<file path="src/rtl/pwm_cfg_sched.sv">
// pwm_cfg_sched: round-robin scheduler/configurator for the PWM datapath.
// NREQ requesters offer high/low count pairs. The first valid pair starts the
// PWM. While it runs, updates are applied only at a period boundary. The PWM
// stops when enable drops.
// Ports:
//   clk, reset      rising-edge clock, async active-low reset
//   enable          global run permission
//   req             per-requester update request (NREQ)
//   req_high/low    packed per-requester counts, slice i belongs to req[i]
//   period_end      datapath counter-reload pulse
//   grant, reject   one-hot acknowledge, invalid-config flag
//   cfg_high/low    counts to the datapath, cfg_load copy strobe
//   start, stop     control-unit pulses; running = START..STOP inclusive
//   owner           index of the last accepted requester
module pwm_cfg_sched #(
  parameter int unsigned NREQ = 4,
  parameter int unsigned CW   = 8,
  parameter int unsigned IW   = 2
) (
  input  logic                 clk,
  input  logic                 reset,
  input  logic                 enable,
  input  logic [NREQ-1:0]      req,
  input  logic [NREQ*CW-1:0]   req_high,
  input  logic [NREQ*CW-1:0]   req_low,
  input  logic                 period_end,
  output logic [NREQ-1:0]      grant,
  output logic                 reject,
  output logic [CW-1:0]        cfg_high,
  output logic [CW-1:0]        cfg_low,
  output logic                 cfg_load,
  output logic                 start,
  output logic                 stop,
  output logic                 running,
  output logic [IW-1:0]        owner
);

  typedef enum logic [3:0] {
    IDLE, REJI, LOAD, START, RUN, WAIT, APPLY, REJR, STOP
  } stateT;

  stateT           state, nextState;
  logic [IW-1:0]   rrPtr, nextPtr;
  logic [IW-1:0]   pend, nextPend;
  logic [IW-1:0]   winIdx, cand;
  logic            found;
  logic [CW-1:0]   winHigh, winLow, pendHigh, pendLow;

  logic [NREQ-1:0] nextGrant;
  logic            nextReject;
  logic [CW-1:0]   nextCfgHigh, nextCfgLow;
  logic            nextCfgLoad, nextStart, nextStop, nextRunning;
  logic [IW-1:0]   nextOwner;

  // (idx + step) modulo NREQ
  function automatic logic [IW-1:0] wrapInc(input logic [IW-1:0] idx,
                                            input int unsigned step);
    return IW'((32'(idx) + step) % NREQ);
  endfunction

  // Round-robin pick: first asserted req scanning upward from rrPtr
  always_comb begin
    winIdx = '0;
    cand   = '0;
    found  = 1'b0;
    for (int unsigned k = 0; k < NREQ; k++) begin
      cand = wrapInc(rrPtr, k);
      if (!found && req[cand]) begin
        found  = 1'b1;
        winIdx = cand;
      end
    end
  end

  assign winHigh  = req_high[32'(winIdx) * CW +: CW];
  assign winLow   = req_low [32'(winIdx) * CW +: CW];
  assign pendHigh = req_high[32'(pend) * CW +: CW];
  assign pendLow  = req_low [32'(pend) * CW +: CW];

  // Next state plus next values of every registered output
  always_comb begin
    nextState   = state;
    nextPtr     = rrPtr;
    nextPend    = pend;
    nextGrant   = '0;
    nextReject  = 1'b0;
    nextCfgHigh = cfg_high;
    nextCfgLow  = cfg_low;
    nextOwner   = owner;

    unique case (state)
      IDLE: begin
        if (enable && found) begin
          nextGrant = NREQ'(1) << winIdx;
          nextPtr   = wrapInc(winIdx, 1);
          if (winHigh == '0 || winLow == '0) begin
            nextReject = 1'b1;
            nextState  = REJI;
          end else begin
            nextCfgHigh = winHigh;
            nextCfgLow  = winLow;
            nextOwner   = winIdx;
            nextState   = LOAD;
          end
        end
      end
      REJI:  nextState = IDLE;
      LOAD:  nextState = START;
      START: nextState = RUN;
      RUN: begin
        if (!enable) begin
          nextState = STOP;
        end else if (found) begin
          nextPend  = winIdx;
          nextState = WAIT;
        end
      end
      WAIT: begin
        // Stop outranks a coinciding period boundary; the request stays pending
        if (!enable) begin
          nextState = STOP;
        end else if (!req[pend]) begin
          nextState = RUN;
        end else if (period_end) begin
          nextGrant = NREQ'(1) << pend;
          nextPtr   = wrapInc(pend, 1);
          if (pendHigh == '0 || pendLow == '0) begin
            nextReject = 1'b1;
            nextState  = REJR;
          end else begin
            nextCfgHigh = pendHigh;
            nextCfgLow  = pendLow;
            nextOwner   = pend;
            nextState   = APPLY;
          end
        end
      end
      APPLY: nextState = RUN;
      REJR:  nextState = RUN;
      STOP:  nextState = IDLE;
      default: nextState = IDLE;
    endcase

    // Strobes decoded from the state being entered, so they are registered
    nextCfgLoad = (nextState == LOAD) || (nextState == APPLY);
    nextStart   = (nextState == START);
    nextStop    = (nextState == STOP);
    nextRunning = (nextState == START) || (nextState == RUN) ||
                  (nextState == WAIT)  || (nextState == APPLY) ||
                  (nextState == REJR)  || (nextState == STOP);
  end

  // State and output registers
  always_ff @(posedge clk or negedge reset) begin
    if (!reset) begin
      state    <= IDLE;
      rrPtr    <= '0;
      pend     <= '0;
      grant    <= '0;
      reject   <= 1'b0;
      cfg_high <= '0;
      cfg_low  <= '0;
      cfg_load <= 1'b0;
      start    <= 1'b0;
      stop     <= 1'b0;
      running  <= 1'b0;
      owner    <= '0;
    end else begin
      state    <= nextState;
      rrPtr    <= nextPtr;
      pend     <= nextPend;
      grant    <= nextGrant;
      reject   <= nextReject;
      cfg_high <= nextCfgHigh;
      cfg_low  <= nextCfgLow;
      cfg_load <= nextCfgLoad;
      start    <= nextStart;
      stop     <= nextStop;
      running  <= nextRunning;
      owner    <= nextOwner;
    end
  end

endmodule

</file>
<file path="config.mk">
export PLATFORM = sky130hd
export DESIGN_NAME = pwm_cfg_sched
export DESIGN_NICKNAME = d
export VERILOG_FILES = /design/src/rtl/pwm_cfg_sched.sv
export SDC_FILE = /design/constraint.sdc
export NUM_CORES = 1
export LEC_CHECK = 0
export CAP_MARGIN = 20
export CORE_MARGIN = 5
export CORE_UTILIZATION = 49
export DETAILED_ROUTE_END_ITERATION = 10
export PLACE_DENSITY = 0.86
export SYNTH_ARGS = -nofsm -noshare
export SYNTH_HDL_FRONTEND = slang
export SYNTH_SLANG_ARGS = --single-unit
</file>
<file path="constraint.sdc">
create_clock -name clk -period 6.75 [get_ports clk]
set_clock_uncertainty 0.2 [all_clocks]
set_input_delay 1.35 -clock clk [delete_from_list [all_inputs] [get_ports clk]]
set_output_delay 1.35 -clock clk [all_outputs]
set_load 0.005 [all_outputs]
</file>
==> run_results.csv, run 1 <==
group,metric,value,unit
finish,drive_gt1_frac,0.2215,
placed_design,placed_area,3740,µm²
grt,antenna_found_initial,0,
placed_design,portBuffers,98,
detailed_routing,firstDrtPassIters,4,
synth,synth_adder_area_share,0,
grt,grt_overflow,0,
critical_path,crit_fanout,36,
detailed_routing,routedWlPerCell,20.62,µm
critical_path,cp-end-kind,"flip-flop",
synth,syn_inst,221,
die,num_rows,27,
cts,htreeDepth,2,
synth,synth_ff_type,"dfrtp_1",
synth,yosys.area.top_type,"dfrtp_1",
cts,cts_resized,0,
timing,setup-violations-final,0,
synth,synth-simple-area-share,0.06726,
timing,period_share,0.7195,
timing,grt_setup_unrepaired,"no",
die,die-area,7303,µm²
cts,ctsHoldBuffers,0,
timing,timing.final.crit_period,4857,ps
grt,grt_max_degree,37,
critical_path,crit_type,"input pin to flip-flop",
timing,tns,0,ps
timing,setup_slack,1893,ps
die,start_util,0.5067,
grt,track_usage,0.2182,
placed_design,dp_hpwl,5.816,mm
detailed_routing,wirelength,7.999,mm
synth,yosysWarnings,0,
synth,synth_compound_area_frac,0.08341,
synth,synth_area_leaders,"dfrtp_1, mux2i_1, mux4_2",
critical_path,start_kind,"input pin",
cts,post_cts_buffers,0,
synth,synth_top_family_by_area,"multiplexers",
cts,clk_latency,280,ps
finish,fin_nets,388,
critical_path,required,6720,ps
timing,tightest_slew,950.1,ps
cts,cts_tree,"yes",
placed_design,pre_cts_ws,1654,ps
outcome,outcome,"completed",
synth,synth_xor_area_frac,0,
synth,avgSynthCellArea,12.63,µm²
detailed_routing,drtAntennaViolNets,0,
detailed_routing,vias_per_cell,6.041,
die,die_w,85.46,µm
timing,hold_viol,0,
finish,final_util,0.7028,
grt,grt_pass1_vias,2554,
power_and_ir_drop,peakVddDrop,0.0002421,V
synth,synth-seq-cells,35,
synth,syn_nets,293,
synth,synth_edf_count,0,
synth,syn_area,2790,µm²
synth,synth_seq_area_share,0.3139,
cts,cts.sink_count,35,
die,ios,99,
die,fp.dieH,85.46,µm
finish,final_area,3870,µm²
grt,grt_pass1_wl,12.83,mm
die,core,5507,µm²
timing,fmax,205.9,MHz
detailed_routing,vias,2344,
power_and_ir_drop,p_leak,1.665,nW
synth,ys_types,38,
finish,antenna_cells,0,
cts,root_buffer,"clkbuf_8",
detailed_routing,drtIter0Drc,155,
cts,clk_pin_slew,70,ps
cts,clk_path_buf_depth,2,
detailed_routing,drc,0,
finish,area_delta_synth_final,38.70,%
cts,numCtsBuffers,5,
power_and_ir_drop,power_density,382.5,nW/µm²
worst_hold_path,hp-class,"flip-flop to flip-flop",
placed_design,place_congestion,0.8146,
synth,synthArstFlopShare,1.000,
synth,synth_top_area_frac,0.3139,
timing,maxSlewViolCount,0,
finish,n_fill_cell,405,
critical_path,crit_arrival,4830,ps
synth,synth.area.mux_share,0.4704,
job,cap_viol_max_count,0,
timing,slew_headroom,0.3666,
-- layout by cell type, fill, tap and decap left out, types with 3 or more instances in the layout --
cell type and instances:
nor4_1 9, clkdlybuf4s50_1 97, mux2_2 26, a21oi_1 3
mux2_4 9, inv_1 5, o21ai_0 7, mux2i_1 49
dfrtp_1 35, nor2_1 7, buf_4 3, mux4_2 14
nand2_1 11, clkbuf_8 5, mux4_1 3
-- cell type report --
type	instances	area [µm²]	area share
Timing Repair Buffer	102	1026	0.2651
Tap cell	72	90.09	0.02328
Multi-Input combinational cell	167	1757	0.4539
Inverter	5	18.77	0.004850
Sequential cell	35	875.8	0.2263
Clock inverter	1	30.03	0.007759
Clock buffer	6	72.57	0.01875
-- final timing paths --
check	slack, ps	cells past startpoint	from	to
worst min-delay path	310	1	cfg_high[5]	cfg_high[5]
min in group asynchronous	950	1	reset	start
worst min register to register	310	1	cfg_high[5]	cfg_high[5]
worst max register to register	2990	9	rrPtr[1]	cfg_low[3]
worst max-delay path	1890	10	req[2]	cfg_low[3]
max in group asynchronous	4900	1	reset	cfg_high[1]
-- state kept, by name, indices dropped and copies added, names as in the netlist --
name / cells
pend: 2
owner: 2
cfg_low: 8
cfg_load: 1
state: 4
reject: 1
stop: 1
grant: 4
start: 1
cfg_high: 8
running: 1
rrPtr: 2
-- synthesized netlist by cell type, drive strengths merged (3+ instances only) --
cell type / number
nor4: 9
mux2: 35
o22ai: 3
and3: 3
nand2: 11
mux4: 17
nor2: 7
a21oi: 4
dfrtp: 35
o21ai: 7
mux2i: 49
inv: 5
buf: 10
-- metrics by stage --
stage	hold slack, ps	instances	power (mW)
global route	330.2	388	1.563
global placement	290.2	380	1.249
detailed placement	298.3	380	1.272
floorplan	279.6	221	1.009
CTS	315.8	387	1.462
finish	314.1	388	1.480
-- critical path: stages --
cell             delay (ps)
clkdlybuf4s50_1         540
or3b_1                  420
o221ai_4                 80
buf_4                   510
mux2i_1                 160
mux2i_1                 290
nor4_1                  120
a22o_4                  300
a21oi_4                 620
mux2_2                  410
-- metal layers --
metal / vias up / global-route usage / part of all wire
li1: 1063 / - / -
met1: 1147 / 0.2668 / 0.40
met2: 118 / 0.3715 / 0.50
met3: 16 / 0.07087 / 0.083
met4: 0 / 0.05468 / 0.014
met5: - / 0 / 0
-- power breakdown --
part / switching [mW] / internal [mW] / total (mW)
Sequential: 0.0959 / 0.302 / 0.398
Combinational: 0.365 / 0.537 / 0.902
Clock: 0.0720 / 0.108 / 0.180
-- cells by family after synthesis --
logic type	Yosys count
compound gates	29
simple gates	37
flops	35
mux	101
buf+inv	19
Power figures use the tool's default switching activity.
==> run 2: changes to the inputs <==
CORE_UTILIZATION = 41   (was 49)
PLACE_DENSITY = 0.77   (was 0.86)
clock period = 4.3 ns   (was 6.75 ns; I/O delays follow)
==> run 2 against run 1 <==
Against the previous run:
- worst hold slack worse by 3.6 ps
- cell count is 3.6% higher
- combinational power is 60% higher
- non-clock buffer count is 5 higher
- via count is 4.1% lower
- die area is 17% higher
- power is 59% higher
- final area is 1.3% higher
==> run_results.csv, run 2 (synthesis gave the netlist of run 1 again) <==
group,metric,value,unit
outcome,outcome,"completed",
power_and_ir_drop,power_frac_comb,0.613,
power_and_ir_drop,intPower,1.506,mW
worst_hold_path,hp-class,"flip-flop to flip-flop",
critical_path,crit_arrival,3800,ps
detailed_routing,vias_per_cell,5.590,
power_and_ir_drop,seqPwrFrac,0.259,
grt,track_usage,0.1866,
timing,slew_headroom,0.3810,
finish,area_delta_synth_final,40.49,%
timing,timing.final.crit_period,3817,ps
timing,holdWs,310.5,ps
cts,clk_path_buf_depth,2,
finish,n_fill_cell,567,
placed_design,dp_hpwl,6.151,mm
detailed_routing,drtIter0Drc,105,
detailed_routing,drc,0,
grt,grt_pass1_wl,12.60,mm
power_and_ir_drop,power_density,599.9,nW/µm²
cts,clk_pin_slew,80,ps
die,num_rows,30,
finish,seqCellArea,875.8,µm²
timing,hold_viol,0,
detailed_routing,vias,2247,
critical_path,crit_type,"input pin to flip-flop",
power_and_ir_drop,clkPwrFrac,0.128,
finish,final_area,3920,µm²
finish,layout_commonest_cell,"clkdlybuf4s50_1",
grt,grt_pass1_vias,2393,
timing,grt_setup_unrepaired,"no",
detailed_routing,drtAntennaViolNets,0,
cts,ctsHoldBuffers,0,
timing,period_share,0.8876,
placed_design,portBuffers,98,
die,core,6719,µm²
timing,fmax,262.0,MHz
detailed_routing,wirelength,7.968,mm
finish,layout_common_cells,"clkdlybuf4s50_1, mux2i_1, dfrtp_1, mux2_2, mux4_2",
finish,largest_registers,"cfg_high (8), cfg_low (8)",
placed_design,placed_area,3807,µm²
cts,post_cts_buffers,0,
die,die_w,92.50,µm
placed_design,place_inst,394,
finish,instances_no_fill,402,
critical_path,required,4280,ps
cts,cts_resized,0,
power_and_ir_drop,peakVddDrop,0.0003407,V
finish,antenna_cells,0,
critical_path,crit_fanout,20,
cts,cts_tree,"yes",
power_and_ir_drop,p_leak,1.694,nW
grt,grt_max_degree,36,
detailed_routing,routedWlPerCell,19.82,µm
timing,tightest_slew,928.5,ps
die,die-area,8555,µm²
cts,htreeDepth,2,
die,start_util,0.4153,
cts,cts.sink_count,35,
cts,clk_latency,290,ps
timing,tns,0,ps
die,ios,99,
grt,grt_overflow,0,
critical_path,cp-end-kind,"flip-flop",
power_and_ir_drop,switchingPower,845.3,µW
timing,maxSlewViolCount,0,
finish,fin_nets,393,
cts,numCtsBuffers,5,
grt,antenna_found_initial,0,
job,cap_viol_max_count,0,
placed_design,place_congestion,0.8846,
critical_path,start_kind,"input pin",
timing,setup-violations-final,0,
die,fp.dieH,92.50,µm
finish,drive_gt1_frac,0.2391,
detailed_routing,firstDrtPassIters,4,
finish,multi_input_area,1757,µm²
power_and_ir_drop,switching_share,0.3595,
cts,root_buffer,"clkbuf_8",
## run 2: stage by stage
step                      utilization  setup slack, ps  total power [mW]
after global placement         0.5667            230.8             2.031
after global routing           0.5834            277.5             2.501
after detailed placement       0.5667            134.8             2.063
after floorplan                     -            954.3             1.583
after CTS                      0.5834            455.3             2.377
final                          0.5834            483.5             2.351
## run 2: worst max-delay path: stages
cell and delay (ps):
clkdlybuf4s50_1 520, or3b_1 420, o221ai_4 100, buf_4 360, mux2i_1 240, mux2i_1 140, nor4_1 370, a22o_4 200
a21oi_4 60, buf_4 200, mux2_4 310
## run 2: area by class of cell
| class | count | area share |
|---|---|---|
| Clock buffer | 5 | 0.01756 |
| Timing Repair Buffer | 107 | 0.2694 |
| Tap cell | 80 | 0.02553 |
| Multi-Input combinational cell | 167 | 0.4481 |
| Sequential cell | 35 | 0.2234 |
| Clock inverter | 3 | 0.01117 |
| Inverter | 5 | 0.004788 |
## run 2: layer usage
layer,global-route usage,up-vias,wire (µm),part of all wire
met3,0.05037,6,565,0.071
li1,-,1067,-,-
met5,0,-,0,0
met1,0.2435,1095,3483,0.44
met4,0.05322,0,63,0.0079
met2,0.3039,79,3855,0.48
## run 2: worst paths after layout
kind	start	to	slack, ps	depth (start not counted)
worst max-delay path	req[2]	cfg_high[1]	480	11
worst min register to register	cfg_low[5]	cfg_low[5]	310	1
worst max register to register	pend[1]	cfg_high[7]	940	7
min in group asynchronous	reset	owner[1]	450	1
worst min-delay path	cfg_low[5]	cfg_low[5]	310	1
max in group asynchronous	reset	cfg_low[5]	2930	1
## run 2: power by group through the flow
stage          clock network [mW]  logic, mW  registers (mW)
6_report                    0.301       1.44           0.609
5_1_grt                     0.323       1.55           0.629
4_1_cts                     0.310       1.46           0.611
3_5_place_dp                    0       1.45           0.614
3_3_place_gp                    0       1.42           0.612
2_1_floorplan                   0       1.02           0.563
